**config.mk**
```make
export PLATFORM = sky130hd
export DESIGN_NAME = aes_stream_ctrl
export DESIGN_NICKNAME = d
export VERILOG_FILES = /design/src/rtl/aes_pkg.sv /design/src/rtl/aes_wdog.sv /design/src/rtl/aes_stream_ctrl.sv
export SDC_FILE = /design/constraint.sdc
export NUM_CORES = 1
export LEC_CHECK = 0
export ABC_AREA = 1
export CORE_AREA = 2 2 364 366
export CTS_BUF_LIST = sky130_fd_sc_hd__clkbuf_4
export DETAILED_ROUTE_END_ITERATION = 10
export DIE_AREA = 0 0 366 368
export PLACE_DENSITY = 0.35
export SLEW_MARGIN = 20
export SYNTH_ARGS = -nofsm -noshare
export SYNTH_HDL_FRONTEND = slang
export SYNTH_HIERARCHICAL = 1
export SYNTH_SLANG_ARGS = --single-unit
```
**constraint.sdc**
```tcl
create_clock -name clk -period 1.85 [get_ports clk]
set_clock_uncertainty 0.2 [all_clocks]
set_input_delay 0.37 -clock clk [delete_from_list [all_inputs] [get_ports clk]]
set_output_delay 0.37 -clock clk [all_outputs]
set_load 0.05 [all_outputs]
```
**src/rtl/aes_pkg.sv**
```systemverilog
// Shared definitions for the AES stream controller.
//   - Controller state encoding (DRAIN/IDLE/LOAD/ARM/WAIT/OUT)
//   - AES key-size codes understood by the iterative core
//   - Block and core-key width constants
package aes_pkg;

  localparam int BLK_W      = 128;
  localparam int CORE_KEY_W = 256;

  localparam logic [1:0] AES_128 = 2'b00;
  localparam logic [1:0] AES_192 = 2'b01;
  localparam logic [1:0] AES_256 = 2'b10;

  typedef enum logic [2:0] {
    DRAIN = 3'd0,
    IDLE  = 3'd1,
    LOAD  = 3'd2,
    ARM   = 3'd3,
    WAIT  = 3'd4,
    OUT   = 3'd5
  } state_t;

endpackage

```
**src/rtl/aes_wdog.sv**
```systemverilog
// Watchdog counter for the AES core.
// Ports:
//   clk, rst_n  - clock, asynchronous active-low reset
//   clr         - restart the count at zero
//   en          - count this cycle (controller is waiting on the core)
//   timeout     - high during the MAX_WAIT-th enabled cycle after clr
module aes_wdog #(
  parameter int MAX_WAIT = 64
) (
  input  logic clk,
  input  logic rst_n,
  input  logic clr,
  input  logic en,
  output logic timeout
);

  localparam int CW = $clog2(MAX_WAIT + 1);

  logic [CW-1:0] cnt;

  // Saturates at MAX_WAIT so a stalled controller never wraps back into range.
  always_ff @(posedge clk or negedge rst_n) begin
    if (!rst_n) begin
      cnt <= '0;
    end else if (clr) begin
      cnt <= '0;
    end else if (en && (cnt != CW'(MAX_WAIT))) begin
      cnt <= cnt + CW'(1);
    end
  end

  // The first enabled cycle sees cnt==0, so the MAX_WAIT-th sees MAX_WAIT-1.
  assign timeout = en && (cnt == CW'(MAX_WAIT - 1));

endmodule

```
**src/rtl/aes_stream_ctrl.sv**
```systemverilog
// Valid/ready stream front end for an iterative AES-128 core.
// Accepts one 128-bit block at a time, launches it into the core with a
// one-cycle load pulse, waits for busy to fall, and presents the result on
// an output stream. Counts completed output handshakes and flags core
// protocol errors / watchdog timeouts on a sticky error bit.
//
// Optional build macro AES_CBC_EN: adds iv_i / iv_load_i and CBC chaining.
// Without it the controller runs plain ECB.
//
// Ports:
//   clk, rst_n                  - clock, asynchronous active-low reset
//   cfg_key_i, cfg_dec_i        - key and direction, sampled on input handshake
//   in_valid_i/in_data_i/in_ready_o    - input block stream
//   out_valid_o/out_data_o/out_ready_i - result block stream
//   core_load_o, core_key_o, core_data_o, core_size_o, core_dec_o - to core
//   core_data_i, core_busy_i    - from core
//   blk_cnt_o                   - completed output handshakes (wrapping)
//   err_o                       - sticky timeout / protocol error
//   iv_i, iv_load_i             - (AES_CBC_EN only) chaining IV load in IDLE
module aes_stream_ctrl
  import aes_pkg::*;
#(
  parameter int CNT_W    = 16,
  parameter int MAX_WAIT = 64,
  parameter int KEY_W    = 128
) (
  input  logic                  clk,
  input  logic                  rst_n,
  input  logic [KEY_W-1:0]      cfg_key_i,
  input  logic                  cfg_dec_i,
  input  logic                  in_valid_i,
  input  logic [BLK_W-1:0]      in_data_i,
  output logic                  in_ready_o,
  output logic                  out_valid_o,
  output logic [BLK_W-1:0]      out_data_o,
  input  logic                  out_ready_i,
  output logic                  core_load_o,
  output logic [CORE_KEY_W-1:0] core_key_o,
  output logic [BLK_W-1:0]      core_data_o,
  output logic [1:0]            core_size_o,
  output logic                  core_dec_o,
  input  logic [BLK_W-1:0]      core_data_i,
  input  logic                  core_busy_i,
  output logic [CNT_W-1:0]      blk_cnt_o,
`ifdef AES_CBC_EN
  input  logic [BLK_W-1:0]      iv_i,
  input  logic                  iv_load_i,
`endif
  output logic                  err_o
);

  state_t state, nxt;

  logic [KEY_W-1:0] key_r;
  logic [BLK_W-1:0] blk_r;
  logic [BLK_W-1:0] out_data_r;
  logic             dec_r;
  logic [CNT_W-1:0] cnt_r;
  logic             err_r;

  logic accept;
  logic capture;
  logic proto_err;
  logic wd_clr;
  logic wd_en;
  logic wd_timeout;
  logic expire;

`ifdef AES_CBC_EN
  logic [BLK_W-1:0] in_r;
  logic [BLK_W-1:0] chain_r;
`endif

  aes_wdog #(.MAX_WAIT(MAX_WAIT)) u_wdog (
    .clk     (clk),
    .rst_n   (rst_n),
    .clr     (wd_clr),
    .en      (wd_en),
    .timeout (wd_timeout)
  );

  // State register
  always_ff @(posedge clk or negedge rst_n) begin
    if (!rst_n) begin
      state <= DRAIN;
    end else begin
      state <= nxt;
    end
  end

  // Next-state logic
  always_comb begin
    nxt = state;
    case (state)
      // The core is never reset with us; wait for it to go quiet first.
      DRAIN: if (!core_busy_i) nxt = IDLE;
      IDLE:  if (accept)       nxt = LOAD;
      LOAD:                    nxt = ARM;
      // Busy must be up one cycle after load, otherwise the core ignored us.
      ARM:   nxt = core_busy_i ? WAIT : IDLE;
      WAIT: begin
        if (!core_busy_i) nxt = OUT;
        else if (expire)  nxt = DRAIN;
      end
      OUT:   if (out_ready_i)  nxt = IDLE;
      default:                 nxt = DRAIN;
    endcase
  end

  // Output / control decode
  always_comb begin
    in_ready_o  = 1'b0;
    core_load_o = 1'b0;
    out_valid_o = 1'b0;
    wd_clr      = 1'b0;
    wd_en       = 1'b0;
    case (state)
`ifdef AES_CBC_EN
      // An IV load wins over a block in the same cycle.
      IDLE: in_ready_o = !iv_load_i;
`else
      IDLE: in_ready_o = 1'b1;
`endif
      LOAD: core_load_o = 1'b1;
      ARM:  wd_clr      = 1'b1;
      WAIT: wd_en       = 1'b1;
      OUT:  out_valid_o = 1'b1;
      default: ;
    endcase
  end

  assign accept    = in_valid_i && in_ready_o;
  assign capture   = (state == WAIT) && !core_busy_i;
  assign proto_err = (state == ARM) && !core_busy_i;
  assign expire    = (state == WAIT) && core_busy_i && wd_timeout;

  // Block / key / direction registers, and result capture
  always_ff @(posedge clk or negedge rst_n) begin
    if (!rst_n) begin
      key_r      <= '0;
      dec_r      <= 1'b0;
      blk_r      <= '0;
      out_data_r <= '0;
    end else begin
      if (accept) begin
        key_r <= cfg_key_i;
        dec_r <= cfg_dec_i;
`ifdef AES_CBC_EN
        // Pre-whitening is folded in here so core_data_o stays constant
        // while chain_r moves at capture time.
        blk_r <= cfg_dec_i ? in_data_i : (in_data_i ^ chain_r);
`else
        blk_r <= in_data_i;
`endif
      end
      if (capture) begin
`ifdef AES_CBC_EN
        out_data_r <= dec_r ? (core_data_i ^ chain_r) : core_data_i;
`else
        out_data_r <= core_data_i;
`endif
      end
    end
  end

`ifdef AES_CBC_EN
  // Chaining state: ciphertext of the previous block in either direction.
  always_ff @(posedge clk or negedge rst_n) begin
    if (!rst_n) begin
      in_r    <= '0;
      chain_r <= '0;
    end else begin
      if (accept) in_r <= in_data_i;
      if ((state == IDLE) && iv_load_i) begin
        chain_r <= iv_i;
      end else if (capture) begin
        chain_r <= dec_r ? in_r : core_data_i;
      end
    end
  end
`endif

  // Completed-block counter and sticky error
  always_ff @(posedge clk or negedge rst_n) begin
    if (!rst_n) begin
      cnt_r <= '0;
      err_r <= 1'b0;
    end else begin
      if ((state == OUT) && out_ready_i) cnt_r <= cnt_r + CNT_W'(1);
      if (proto_err || expire)           err_r <= 1'b1;
    end
  end

  assign out_data_o  = out_data_r;
  assign core_data_o = blk_r;
  assign core_dec_o  = dec_r;
  assign core_key_o  = {key_r, {(CORE_KEY_W - KEY_W){1'b0}}};
  assign core_size_o = AES_128;
  assign blk_cnt_o   = cnt_r;
  assign err_o       = err_r;

endmodule

```
# Word-level counts from Yosys, hierarchy flattened
# Cells that the tools add are included.
# totals
regBits,412
input_bits,390
out_inout_bits,535
word_cells,48
# op_classes
add_sub_neg,2
n_eq_ne,11
mux,14
n_reduce_logical,13
# op_table
cell,count
two-way mux 3 bit,6
case mux 3 bit (6 select lines),1
adder 16 x 1 -> 16 bit (second input constant),1
two-way mux 7 bit,2
logical AND 1 bit,8
adder 7 x 1 -> 7 bit (second input constant),1
equality test 7 x 6 -> 1 bit (second input constant),1
inequality test 7 bit (second input constant),1
equality test 3 x 2 -> 1 bit (second input constant),2
equality test 3 bit (second input constant),2
inequality test 2 bit (second input constant),3
two-way mux 1 bit,5
AND reduction 4 bit,1
equality test 3 x 1 -> 1 bit (second input constant),1
logical NOT 3 bit,1
inequality test 3 bit (second input constant),1
nonzero test 2 bit,1
logical NOT 1 bit,1
logical OR 1 bit,1

# Depth between registers and ports, before layout
# depth
depth_word,7
depth_mapped,12
mapped_depth_nobuf,11

# By module
# The synthesis kept the hierarchy.
# by_module_without_submodules
mod,instances,cells_each,area_each_um2,seq_area_each_um2
aes_stream_ctrl,1,1949,17130.2,10134.7
aes_wdog,1,60,425.4,175.2

# Least setup slack after synthesis
# No wires, ideal clock.
# synth_path
kind,reg2out
start,reg state[2]
end,out core_load_o
t_arrival_ns,1.633
required_time_ns,1.280
path_slack_ns,-0.353
stages_incl_launch_ff,3
n_path_buf,1
path_cell_list,dfrtp_1 > buf_2 > nor3_1
# synth_between
elab_chain_len,2
# synth_lines
element,line_no,rtl
"start, declared",aes_stream_ctrl.sv:52,"state_t state, nxt;"
"start signal, assigned",aes_stream_ctrl.sv:87,state <= nxt;
equality test 3 x 2 -> 1 bit,aes_stream_ctrl.sv:117,case (state)
two-way mux 1 bit,aes_stream_ctrl.sv:117,
"end, declared",aes_stream_ctrl.sv:37,"output logic core_load_o,"
# Every way passes these cells.

# Final worst setup path
# layout_path
start,reg state[0]
end,out in_ready_o
# layout_between
elab_chain_len,2
# layout_lines
element,line_no,rtl
equality test 3 x 1 -> 1 bit,aes_stream_ctrl.sv:117,
two-way mux 1 bit,aes_stream_ctrl.sv:117,
"end, declared",aes_stream_ctrl.sv:33,"output logic in_ready_o,"
# Every way passes these cells.

==> impl_metrics.csv <==
group,metric,value,unit
flow_run,maxCapViolCount,0,
synthesis,ys_seq_area_share,58.7,%
synthesis,syn-cell-area,17600,sq um
detailed_routing,num_vias,19246,
critical_path,crit_slowest_cell,"dfrtp_1",
synthesis,synth_commonest_cells,"nand2_1 (832), dfrtp_1 (412), nand3_1 (402), buf_4 (133), buf_2 (72)",
power_and_ir_drop,clkPwrFrac,14.3,%
outcome,status,"finished, violations left",
cells_and_area,drive_gt1_share,28.1,%
sta,fin_crit,2540,ps
critical_path,rr_worst_depth,12,
floorplan,pin_count,925,
grt,grt_pass1_vias,19936,
grt,antenna_found_initial,14,
clock_tree,clk_pin_slew,70,ps
synthesis,synth_edf_count,0,
clock_tree,clock-sinks,412,
worst_hold_path,hold_path.class,"in -> async",
placed_design,portBuffers,794,
synthesis,avgSynthCellArea,8.74,sq um
sta,min_period_over_period,137,%
critical_path,cp_data_arrival_time,1970,ps
detailed_routing,drc,0,
cells_and_area,finalNetCount,3936,
power_and_ir_drop,p_sw,34.4,mW
clock_tree,htree_levels,4,
floorplan,fp.dieH,368,um
grt,grt_pass1_wl,137,mm
power_and_ir_drop,switching_share,48.3,%
synthesis,synth_flop_cell,"dfrtp_1",
synthesis,synthTopCellsByArea,"dfrtp_1 (59%), nand2_1 (18%), nand3_1 (11%)",
clock_tree,cts-buffers-inserted,140,
critical_path,reg2reg_to,"key_r[73]",
detailed_routing,totalWireLength,97.8,mm
sta,slew_headroom,64.3,%
floorplan,core-area,131000,sq um
grt,grt_max_degree,56,
sta,fmax,0.393,GHz
floorplan,start_util,13.4,%
clock_tree,cts.root.buffer_cell,"clkbuf_4",
sta,maxSlewViolCount,0,
detailed_routing,vias_per_cell,3.57,
critical_path,critPathRequiredTime,1280,ps
clock_tree,clock_latency,1040,ps
critical_path,slowest_delay,380,ps
clock_tree,clock_path_buffers,3,
synthesis,synth_cells,2009,
sta,rsz0062_at_grt,"true",
power_and_ir_drop,ir_drop,1.07,mV
power_and_ir_drop,p_int,36.8,mW
grt,grt_overflow,0,
synthesis,ys_seq_elements,412,
power_and_ir_drop,p_leak,18.4,nW
floorplan,rows,133,
critical_path,path_cells,"inv_2 -> nor2_4 -> nand2_4 -> inv_8 -> buf_16 -> buf_12",
cells_and_area,syn2layout_area_growth,115,%
detailed_routing,wl_per_cell,18.1,um
power_and_ir_drop,seq_power_share,24.0,%
placed_design,gp_congestion,0.766,
placed_design,place_area,28900,sq um
detailed_routing,drt_iter0_drc,810,
sta,layout_setup_ws,-693,ps
synthesis,ys_types,27,
power_and_ir_drop,combPwrFrac,61.6,%
critical_path,crit_type,"reg -> out",
cells_and_area,design_area,37800,sq um
floorplan,die-area,135000,sq um
critical_path,cp-start-kind,"flop",
critical_path,crit_path_end_kind,"output pin",
synthesis,ys_warn_count,6,
critical_path,r2r_slack,-120,ps
detailed_routing,antenna_left,0,
sta,hold_viol,0,
placed_design,dp_hpwl,69.0,mm
synthesis,async_flop_share,100,%
critical_path,cp_max_fo,3,
synthesis,synth_area_leader_cell,"dfrtp_1",
sta,finalSetupViolations,654,
detailed_routing,dr.pass1.iters,5,
critical_path,reg2reg_from,"state[0]",
cells_and_area,post-route-util,28.9,%
floorplan,chipWidth,366,um
clock_tree,cts_tree,"built",
outcome,violations,"setup timing",
power_and_ir_drop,p_per_area,1880,nW/um^2
sta,tightest_slew,535,ps
grt,track_usage,13.7,%
synthesis,yosysMostFrequentCell,"nand2_1",
synthesis,yosysTopAreaCellShare,58.7,%
[layout by cell type, fill, tap and decap left out, types with 3 or more instances in the layout]
| cell type | n |
|---|---|
| buf_12 | 184 |
| buf_16 | 4 |
| buf_4 | 252 |
| buf_6 | 277 |
| buf_8 | 6 |
| bufinv_16 | 4 |
| clkbuf_16 | 17 |
| clkbuf_4 | 198 |
| clkdlybuf4s50_1 | 387 |
| clkinv_1 | 17 |
| clkinvlp_4 | 5 |
| conb_1 | 130 |
| dfrtp_1 | 379 |
| dfrtp_2 | 33 |
| diode_2 | 14 |
| dlygate4sd3_1 | 392 |
| inv_1 | 24 |
| inv_2 | 6 |
| nand2_1 | 822 |
| nand2_2 | 9 |
| nand2_4 | 3 |
| nand3_1 | 397 |
| nand3_2 | 4 |
| nand4_1 | 6 |
| nor2_1 | 28 |
| nor2_4 | 3 |
| o21ai_0 | 3 |
| xnor2_1 | 6 |
| xor2_1 | 5 |
[routing by layer]
| metal | global-route usage (%) | share of wire [%] | routed length (um) |
|---|---|---|---|
| met5 | 0 | 0.043 | 42 |
| met4 | 3.82 | 2.1 | 2090 |
| met3 | 5.45 | 8.1 | 7920 |
| met2 | 23.7 | 50 | 49000 |
| met1 | 15.6 | 40 | 38800 |
[through the flow]
step	total power, mW	std cells	setup TNS (ps)	hold slack (ps)	setup WS (ps)
floorplan	36.7	2138	-12.4	-126	-12.4
global placement	54.2	4563	-523	52.7	-104
detailed placement	54.2	4563	-568	48.8	-76.5
CTS	69.5	5260	-243490	4.90	-954
global route	75.2	5394	-256140	62.8	-953
finish	71.2	5398	-131980	230	-693
[critical path, delay by kind of cell, from the launching register on]
family | cells | cell delay (ps)
flip-flops | 1 | 380
AND/OR/NAND/NOR | 2 | 190
buffers and inverters | 4 | 390
[cells by family (layout without fill, tap and decap cells)]
family / count (synthesis) / count (layout) / synth area share, %
other: 1 / 144 / 0.0214
flip-flops: 412 / 412 / 58.7
adder cells (fa/ha/maj): 3 / 3 / 0.214
AO/OA/AOI/OAI: 9 / 9 / 0.292
AND/OR/NAND/NOR: 1282 / 1283 / 30.6
buffers and inverters: 291 / 1781 / 9.61
XOR/XNOR: 11 / 11 / 0.549
[timing repair]
item                       4_1_cts  5_1_grt
hold endpoints to repair       816        0
setup endpoints to repair      423      708
resized for setup              313       42
buffers inserted                76      106
cloned                           2       20
hold buffers                   393        0
pin swaps                        3        8
[flip-flops by register name, indices dropped and copies added, names as in the netlist]
| register | flops |
|---|---|
| core_dec_o | 1 |
| state | 3 |
| core_data_o | 128 |
| key_r | 128 |
| blk_cnt_o | 16 |
| u_wdog/cnt | 7 |
| out_data_o | 128 |
| err_o | 1 |
[how the worst max path moves through the flow]
stage                               end  slack, ps        start
after floorplan                state[1]        -10     state[0]
final                        in_ready_o       -690     state[0]
after detailed placement  blk_cnt_o[15]        -80  out_ready_i
after CTS                    in_ready_o       -950     state[0]
after global routing         in_ready_o       -950     state[2]
after global placement    blk_cnt_o[15]       -100  out_ready_i
[power groups by stage]
stage / registers, mW / logic [mW] / clock network [mW]
floorplan: 29.9 / 6.85 / 0
global placement: 16.7 / 37.5 / 0
detailed placement: 16.7 / 37.5 / 0
CTS: 17.1 / 41.5 / 10.9
global route: 17.6 / 46.3 / 11.4
finish: 17.1 / 43.9 / 10.2
[layout make-up]
class,instances,area (sq um)
Antenna cell,14,35.0
Clock buffer,198,1490
Clock inverter,30,251
Fill cell,14024,93000
Inverter,33,141
Multi-Input combinational cell,1436,6200
Sequential cell,412,10400
Tap cell,1755,2200
Timing Repair Buffer,1520,17200
(Power assumes the default switching activity.)
